<file path="config.mk">
export PLATFORM = sky130hd
export DESIGN_NAME = pfd_digital_loop_filter_flat
export DESIGN_NICKNAME = d
export VERILOG_FILES = /design/src/rtl/pfd_digital_loop_filter_if.sv /design/src/rtl/pfd_digital_loop_filter.sv /design/src/flat_wrapper.sv
export SDC_FILE = /design/constraint.sdc
export NUM_CORES = 1
export LEC_CHECK = 0
export CORE_MARGIN = 2
export CORE_UTILIZATION = 25
export CTS_BUF_LIST = sky130_fd_sc_hd__clkbuf_8
export CTS_CLUSTER_SIZE = 12
export DETAILED_ROUTE_END_ITERATION = 12
export GPL_TIMING_DRIVEN = 1
export HOLD_SLACK_MARGIN = 0.03
export PLACE_DENSITY = 0.39
export REMOVE_ABC_BUFFERS = 1
export SYNTH_ARGS = -nofsm -noshare
export SYNTH_HDL_FRONTEND = slang
export SYNTH_SLANG_ARGS = --single-unit
</file>
<file path="constraint.sdc">
create_clock -name ck -period 14.1 [get_ports ck]
set_input_delay 2.82 -clock ck [delete_from_list [all_inputs] [get_ports ck]]
set_output_delay 2.82 -clock ck [all_outputs]
set_load 0.02 [all_outputs]
</file>
<file path="src/rtl/pfd_digital_loop_filter_if.sv">
// pfd_digital_loop_filter_if: PFD pulse inputs and DCO control outputs of the loop filter.
interface pfd_digital_loop_filter_if #(
    parameter int CW = 10,
    parameter int WW = 8
);
    logic          up;
    logic          dn;
    logic [CW-1:0] ctrl;
    logic          ctrl_valid;
    logic [WW-1:0] evt_width;
    logic          lock;

    modport master (output up, dn, input ctrl, ctrl_valid, evt_width, lock);
    modport slave  (input up, dn, output ctrl, ctrl_valid, evt_width, lock);
endinterface

</file>
<file path="src/rtl/pfd_digital_loop_filter.sv">
// pfd_digital_loop_filter: measures PFD up/dn events and applies a saturated P+I update to the DCO code.
// Define LOCK_DETECT_EN to build the lock counter; otherwise lock is tied low.
module pfd_digital_loop_filter #(
    parameter int CW        = 10,
    parameter int WW        = 8,
    parameter int IW        = 16,
    parameter int KP_SHIFT  = 2,
    parameter int KI_SHIFT  = 2,
    parameter int CTRL_INIT = 512,
    parameter int LOCK_TOL  = 1,
    parameter int LOCK_CNT  = 4
) (
    input logic                      ck,
    input logic                      rst,
    pfd_digital_loop_filter_if.slave bus
);
    localparam logic [1:0] IDLE = 2'd0;
    localparam logic [1:0] MEAS = 2'd1;
    localparam logic [1:0] UPD  = 2'd2;
    localparam logic signed [WW-1:0] ONE  = 1;
    localparam logic signed [WW-1:0] AMAX = {1'b0, {(WW-1){1'b1}}};
    localparam logic signed [WW-1:0] AMIN = -AMAX;
    localparam logic signed [IW-1:0] IMAX = {1'b0, {(IW-1){1'b1}}};
    localparam logic signed [IW-1:0] IMIN = {1'b1, {(IW-1){1'b0}}};
    localparam logic signed [31:0] CINIT = CTRL_INIT;
    localparam logic signed [31:0] CMAX  = (1 << CW) - 1;

    logic [1:0] up_q, dn_q, state, state_nxt;
    logic up_s, dn_s, active, inc, dec, ctrl_valid;
    logic signed [WW-1:0] acc, acc_start, acc_step, ew;
    logic signed [IW:0] isum;
    logic signed [IW-1:0] integ, integ_nxt;
    logic signed [31:0] sum;
    logic [CW-1:0] ctrl, ctrl_nxt;

    always_comb begin
        up_s      = up_q[1];
        dn_s      = dn_q[1];
        active    = up_s | dn_s;
        inc       = up_s & !dn_s;
        dec       = dn_s & !up_s;
        acc_start = inc ? ONE : dec ? -ONE : '0;
        acc_step  = (inc && acc != AMAX) ? acc + ONE : (dec && acc != AMIN) ? acc - ONE : acc;
        state_nxt = (state == MEAS) ? (active ? MEAS : UPD) : (active ? MEAS : IDLE);
        isum      = {integ[IW-1], integ} + {{(IW+1-WW){ew[WW-1]}}, ew};
        integ_nxt = (isum[IW] != isum[IW-1]) ? (isum[IW] ? IMIN : IMAX) : isum[IW-1:0];
        // Sum at 32 bits so the proportional and integral terms cannot overflow before clamping
        sum       = CINIT + {{(32-IW){integ_nxt[IW-1]}}, integ_nxt >>> KI_SHIFT}
                  + ({{(32-WW){ew[WW-1]}}, ew} <<< KP_SHIFT);
        ctrl_nxt  = (sum < 0) ? '0 : (sum > CMAX) ? '1 : sum[CW-1:0];
    end

    always_ff @(posedge ck) begin
        if (rst) begin
            up_q       <= '0;
            dn_q       <= '0;
            state      <= IDLE;
            acc        <= '0;
            ew         <= '0;
            integ      <= '0;
            ctrl       <= CW'(CTRL_INIT);
            ctrl_valid <= 1'b0;
        end else begin
            up_q       <= {up_q[0], bus.up};
            dn_q       <= {dn_q[0], bus.dn};
            state      <= state_nxt;
            acc        <= (state == MEAS) ? acc_step : acc_start;
            ctrl_valid <= state == UPD;
            if (state == MEAS && !active) ew <= acc;
            if (state == UPD) begin
                integ <= integ_nxt;
                ctrl  <= ctrl_nxt;
            end
        end
    end

`ifdef LOCK_DETECT_EN
    localparam int NW = $clog2(LOCK_CNT + 1);
    localparam logic [NW-1:0] NMAX = NW'(LOCK_CNT);
    localparam logic signed [WW-1:0] TOL = WW'(LOCK_TOL);

    logic [NW-1:0] lcnt, lcnt_nxt;
    logic in_tol, lock;

    always_comb begin
        in_tol   = (ew <= TOL) && (ew >= -TOL);
        lcnt_nxt = !in_tol ? '0 : (lcnt == NMAX) ? lcnt : lcnt + NW'(1);
    end

    always_ff @(posedge ck) begin
        if (rst) begin
            lcnt <= '0;
            lock <= 1'b0;
        end else if (state == UPD) begin
            lcnt <= lcnt_nxt;
            lock <= lcnt_nxt == NMAX;
        end
    end

    assign bus.lock = lock;
`else
    assign bus.lock = 1'b0;
`endif

    assign bus.ctrl       = ctrl;
    assign bus.ctrl_valid = ctrl_valid;
    assign bus.evt_width  = ew;
endmodule
</file>
<file path="src/flat_wrapper.sv">
// flat-port wrapper written by rule: the top's interface ports become plain ports
module pfd_digital_loop_filter_flat 
#(
    parameter int CW        = 10,
    parameter int WW        = 8,
    parameter int IW        = 16,
    parameter int KP_SHIFT  = 2,
    parameter int KI_SHIFT  = 2,
    parameter int CTRL_INIT = 512,
    parameter int LOCK_TOL  = 1,
    parameter int LOCK_CNT  = 4
)
  (ck, rst, bus_up, bus_dn, bus_ctrl, bus_ctrl_valid, bus_evt_width, bus_lock);
  pfd_digital_loop_filter_if #(.CW(CW), .WW(WW)) bus_i ();
  input logic ck;
  input logic rst;
  input wire logic [$bits(bus_i.up)-1:0] bus_up;
  input wire logic [$bits(bus_i.dn)-1:0] bus_dn;
  output wire logic [$bits(bus_i.ctrl)-1:0] bus_ctrl;
  output wire logic [$bits(bus_i.ctrl_valid)-1:0] bus_ctrl_valid;
  output wire logic [$bits(bus_i.evt_width)-1:0] bus_evt_width;
  output wire logic [$bits(bus_i.lock)-1:0] bus_lock;
  assign bus_i.up = bus_up;
  assign bus_i.dn = bus_dn;
  assign bus_ctrl = bus_i.ctrl;
  assign bus_ctrl_valid = bus_i.ctrl_valid;
  assign bus_evt_width = bus_i.evt_width;
  assign bus_lock = bus_i.lock;
  pfd_digital_loop_filter #(.CW(CW), .WW(WW), .IW(IW), .KP_SHIFT(KP_SHIFT), .KI_SHIFT(KI_SHIFT), .CTRL_INIT(CTRL_INIT), .LOCK_TOL(LOCK_TOL), .LOCK_CNT(LOCK_CNT)) u_core (.ck(ck), .rst(rst), .bus(bus_i));
endmodule
</file>
==> summary.txt <==
STA
  • Period utilization: 40.2%
  • Fmax: 176 MHz
  • Final setup fails: 0
  • Sum of negative setup slack: 0 ns
  • Worst rel slew slack: 19.6%
  • Fin. max-slew vios: 0
  • Slew @ Worst Pin: 1.19 ns
  • RSZ-0062 raised after global routing: false
  • Tmin final: 5.67 ns
  • Setup Skew: 0.00682 ns
  • Final worst-path setup slack: 8.43 ns
  • Hold Fails Final Rpt: 0

Clocking
  • H-tree depth: 2
  • Clock root cell: clkbuf_8
  • CTS Hold Bufs: 0
  • TritonCTS Buffers: 5
  • Cts repair resizes: 0
  • Post-CTS setup buffer count: 0
  • Clock buffer depth: 2
  • CTS Sinks: 49
  • CTS tree: built
  • Clk Latency, worst-skew pair: 0.32 ns
  • Reg clk slew, reported paths: 0.10 ns

Floorplanning
  • Die area: 0.0153 sq mm
  • Die width: 123 microns
  • IO Pins: 24
  • Row count: 43
  • Initial core utilization: 25.6%
  • Core Box Area: 0.0139 sq mm
  • Die Y: 123 microns

Synth
  • Cell variety after synth: 61
  • Yosys warning count: 0
  • Sequential fraction of the synthesis area: 27.5%
  • Syn Inst Count: 431
  • Average size of a mapped cell: 8.28 sq um
  • Synthesis-stage register bit count: 49
  • Post-Syn Area: 0.00357 sq mm
  • Post-synth EDFFs: 0
  • Main flop type after synthesis: dfxtp_1
  • Async SR Flop Fraction: 0%

Layout
  • Fill cells: 1490
  • Layout cell share with drive strength beyond 1: 5.78%
  • Ant. Diodes: 0
  • Synth-to-layout area growth: 14.7%
  • Final Cell Area: 0.00409 sq mm
  • Final Net Count: 504
  • Final core utilization: 29.4%
  • Multi-input gate area: 0.00246 sq mm
  • Register area: 981 sq um

Place
  • DP Area: 0.00398 sq mm
  • Gpl congestion: 0.784
  • DP HPWL: 7540 microns
  • Port buffer count: 22
  • Pre-CTS setup slack: 8.38 ns

Critical path
  • R2R depth: 21
  • Crit path max fanout: 17
  • Critical path startpoint category: register
  • Reg2Reg Setup Slack: 8.43 ns
  • Worst Setup End Kind: register
  • WP data arrival: 5.88 ns
  • CP Data Required Time: 14.31 ns
  • Critical path class: register to register
  • R2R Path End: u_core.bus.ctrl[4]$_SDFFE_PP0P_
  • Worst r2r src: u_core.bus.evt_width[7]$_SDFFE_PP0P_

Detailed routing
  • DRC Markers: 0
  • Top Metal Used: met4
  • Met2 Routed Length: 4080 microns
  • Wl on met1: 4950 microns
  • Metal3 WL: 436 microns
  • Via count: 3100
  • Vias per std cell: 4.92
  • WL/cell: 15.3 microns
  • Antenna viol nets, final: 0
  • Drt first pass iters: 4
  • Initial drt markers: 166
  • DRT Wirelength: 9620 microns

Global routing
  • First-pass GRT wire length: 15700 microns
  • Largest net degree at the start of global routing: 30
  • Total Routing Usage GR: 13.4%
  • Vias in the first global route: 2988
  • Initial antenna violation count: 0
  • GR Overflow Total: 0

Power
  • Lkg Pwr: 1.72 nW
  • Comb power frac: 17.2%
  • Internal: 220 uW
  • Clk pwr share: 35.3%
  • Sw power: 85.8 uW
  • Power density of the placed cells: 74.8 mW/mm^2
  • Peak VDD IR: 37.0 uV
  • Sw Ratio: 28.0%
  • Flop pwr share: 47.5%

Run status
  • Run status: finished clean

Worst hold path
  • Hold wc startpoint: u_core.dn_q[0]$_SDFF_PP0_
  • Worst hold endpoint: u_core.dn_q[1]$_SDFF_PP0_
  • Hold Path Depth: 1
  • Hold Path Class: register to register

Flow run
  • Max_cap viols: 0
cell usage after synthesis (3+ instances only):
| cell type | instances | area, sq um |
|---|---|---|
| o211ai_1 | 4 | 30.0 |
| a22o_1 | 6 | 52.6 |
| xnor2_1 | 21 | 184 |
| and2_1 | 3 | 18.8 |
| fa_1 | 3 | 60.1 |
| nand2_1 | 49 | 184 |
| mux2i_1 | 6 | 60.1 |
| o21ai_0 | 20 | 100 |
| inv_1 | 15 | 56.3 |
| ha_1 | 48 | 601 |
| nand3_1 | 11 | 55.1 |
| o21bai_1 | 6 | 45.0 |
| a211oi_1 | 11 | 82.6 |
| o21ai_1 | 15 | 75.1 |
| nor2b_1 | 8 | 50.1 |
| a21oi_1 | 43 | 215 |
| nor3_1 | 4 | 20.0 |
| nor2_1 | 38 | 143 |
| a21o_1 | 4 | 30.0 |
| dfxtp_1 | 49 | 981 |
| o21a_1 | 3 | 22.5 |
| clkbuf_1 | 8 | 30.0 |
| xor2_1 | 6 | 52.6 |
metrics by stage:
stage / instances / hold WS, ns / power, mW
2_1_floorplan: 416 / 0.414 / 0.186
3_3_place_gp: 622 / 0.430 / 0.203
3_5_place_dp: 622 / 0.431 / 0.202
4_1_cts: 630 / 0.454 / 0.311
5_1_grt: 630 / 0.474 / 0.322
6_report: 630 / 0.450 / 0.306
registers in the layout, indices dropped and copies added (netlist names):
| name | cells |
|---|---|
| u_core.acc | 8 |
| u_core.dn_q | 2 |
| u_core.integ | 16 |
| u_core.up_q | 2 |
| u_core.state | 2 |
| u_core.bus.evt_width | 8 |
| u_core.bus.ctrl | 10 |
| u_core.bus.ctrl_valid | 1 |
power by group through the flow:
stage	Sequential [mW]	Combinational, mW	Clock (mW)
floorplan	0.149	0.0374	0
global placement	0.149	0.0540	0
detailed placement	0.149	0.0536	0
CTS	0.145	0.0538	0.112
global route	0.146	0.0602	0.116
finish	0.145	0.0527	0.108
cell families after synthesis:
family | Yosys count | share of synthesized area, %
AOI/OAI and AO/OA | 135 | 24.5
xor gates and xnor gates | 28 | 7.08
adders and majority gates | 53 | 19.1
buffers and inverters | 30 | 3.47
DFF | 49 | 27.5
muxes | 6 | 1.68
other | 1 | 0.105
and+or+nand+nor | 129 | 16.6
area by class of cell:
cell class	instances	area share, %
clock buffer	6	2.02
clock inverter	2	0.825
inverter	15	1.38
multi-input combinational	352	60.2
sequential	49	24.0
tap	180	5.50
timing repair buffer	26	6.11
routing by layer:
metal	global-route usage [%]	vias to the layer above
met4	3.84	0
met3	3.27	10
met1	19.1	1438
met2	19.8	66
li1	-	1586
met5	0	-
worst max path at each step:
stage | end | start | depth (start not counted) | slack (ns)
finish | u_core.bus.ctrl[4]$_SDFFE_PP0P_ | u_core.bus.evt_width[7]$_SDFFE_PP0P_ | 21 | 8.43
detailed placement | u_core.bus.ctrl[0]$_SDFFE_PP0P_ | u_core.bus.evt_width[7]$_SDFFE_PP0P_ | 21 | 8.38
CTS | u_core.bus.ctrl[5]$_SDFFE_PP0P_ | u_core.bus.evt_width[7]$_SDFFE_PP0P_ | 21 | 8.34
global placement | u_core.bus.ctrl[1]$_SDFFE_PP0P_ | u_core.bus.evt_width[7]$_SDFFE_PP0P_ | 21 | 8.41
floorplan | u_core.bus.ctrl[1]$_SDFFE_PP0P_ | u_core.bus.evt_width[7]$_SDFFE_PP0P_ | 19 | 9.29
global route | u_core.bus.ctrl[1]$_SDFFE_PP0P_ | u_core.bus.evt_width[7]$_SDFFE_PP0P_ | 21 | 7.88
worst max-delay path, cell delays in order, from the launching register on:
cell and delay [ns]:
dfxtp_1 0.78, ha_1 0.35, and3_1 0.22, and4_1 0.22
nand3_1 0.11, a21oi_1 0.63, inv_1 0.17, nand2b_1 0.42
nand2_1 0.11, nand2_1 0.13, ha_1 0.25, ha_1 0.23
inv_1 0.07, fa_1 0.21, nor2b_1 0.07, o31a_1 0.31
o221a_1 0.27, a211o_1 0.26, a211oi_1 0.25, mux2i_1 0.15
nand3b_2 0.24, o21ai_1 0.10
placed cells by master (no fill, tap or decap), drive strengths merged, types with 3 or more instances in the layout:
cell type,n
nor3,4
dfxtp,49
clkdlybuf4s50,22
o21ai,36
mux2i,6
a22o,6
nor2,39
nor2b,8
xor2,7
xnor2,21
o21a,3
inv,16
fa,3
ha,48
buf,4
o21bai,6
nand2,49
clkbuf,6
o211ai,4
a21oi,43
and2,3
nand3,12
a31oi,3
a211oi,13
a21o,4
No activity file was read; power rests on OpenSTA's default activity.
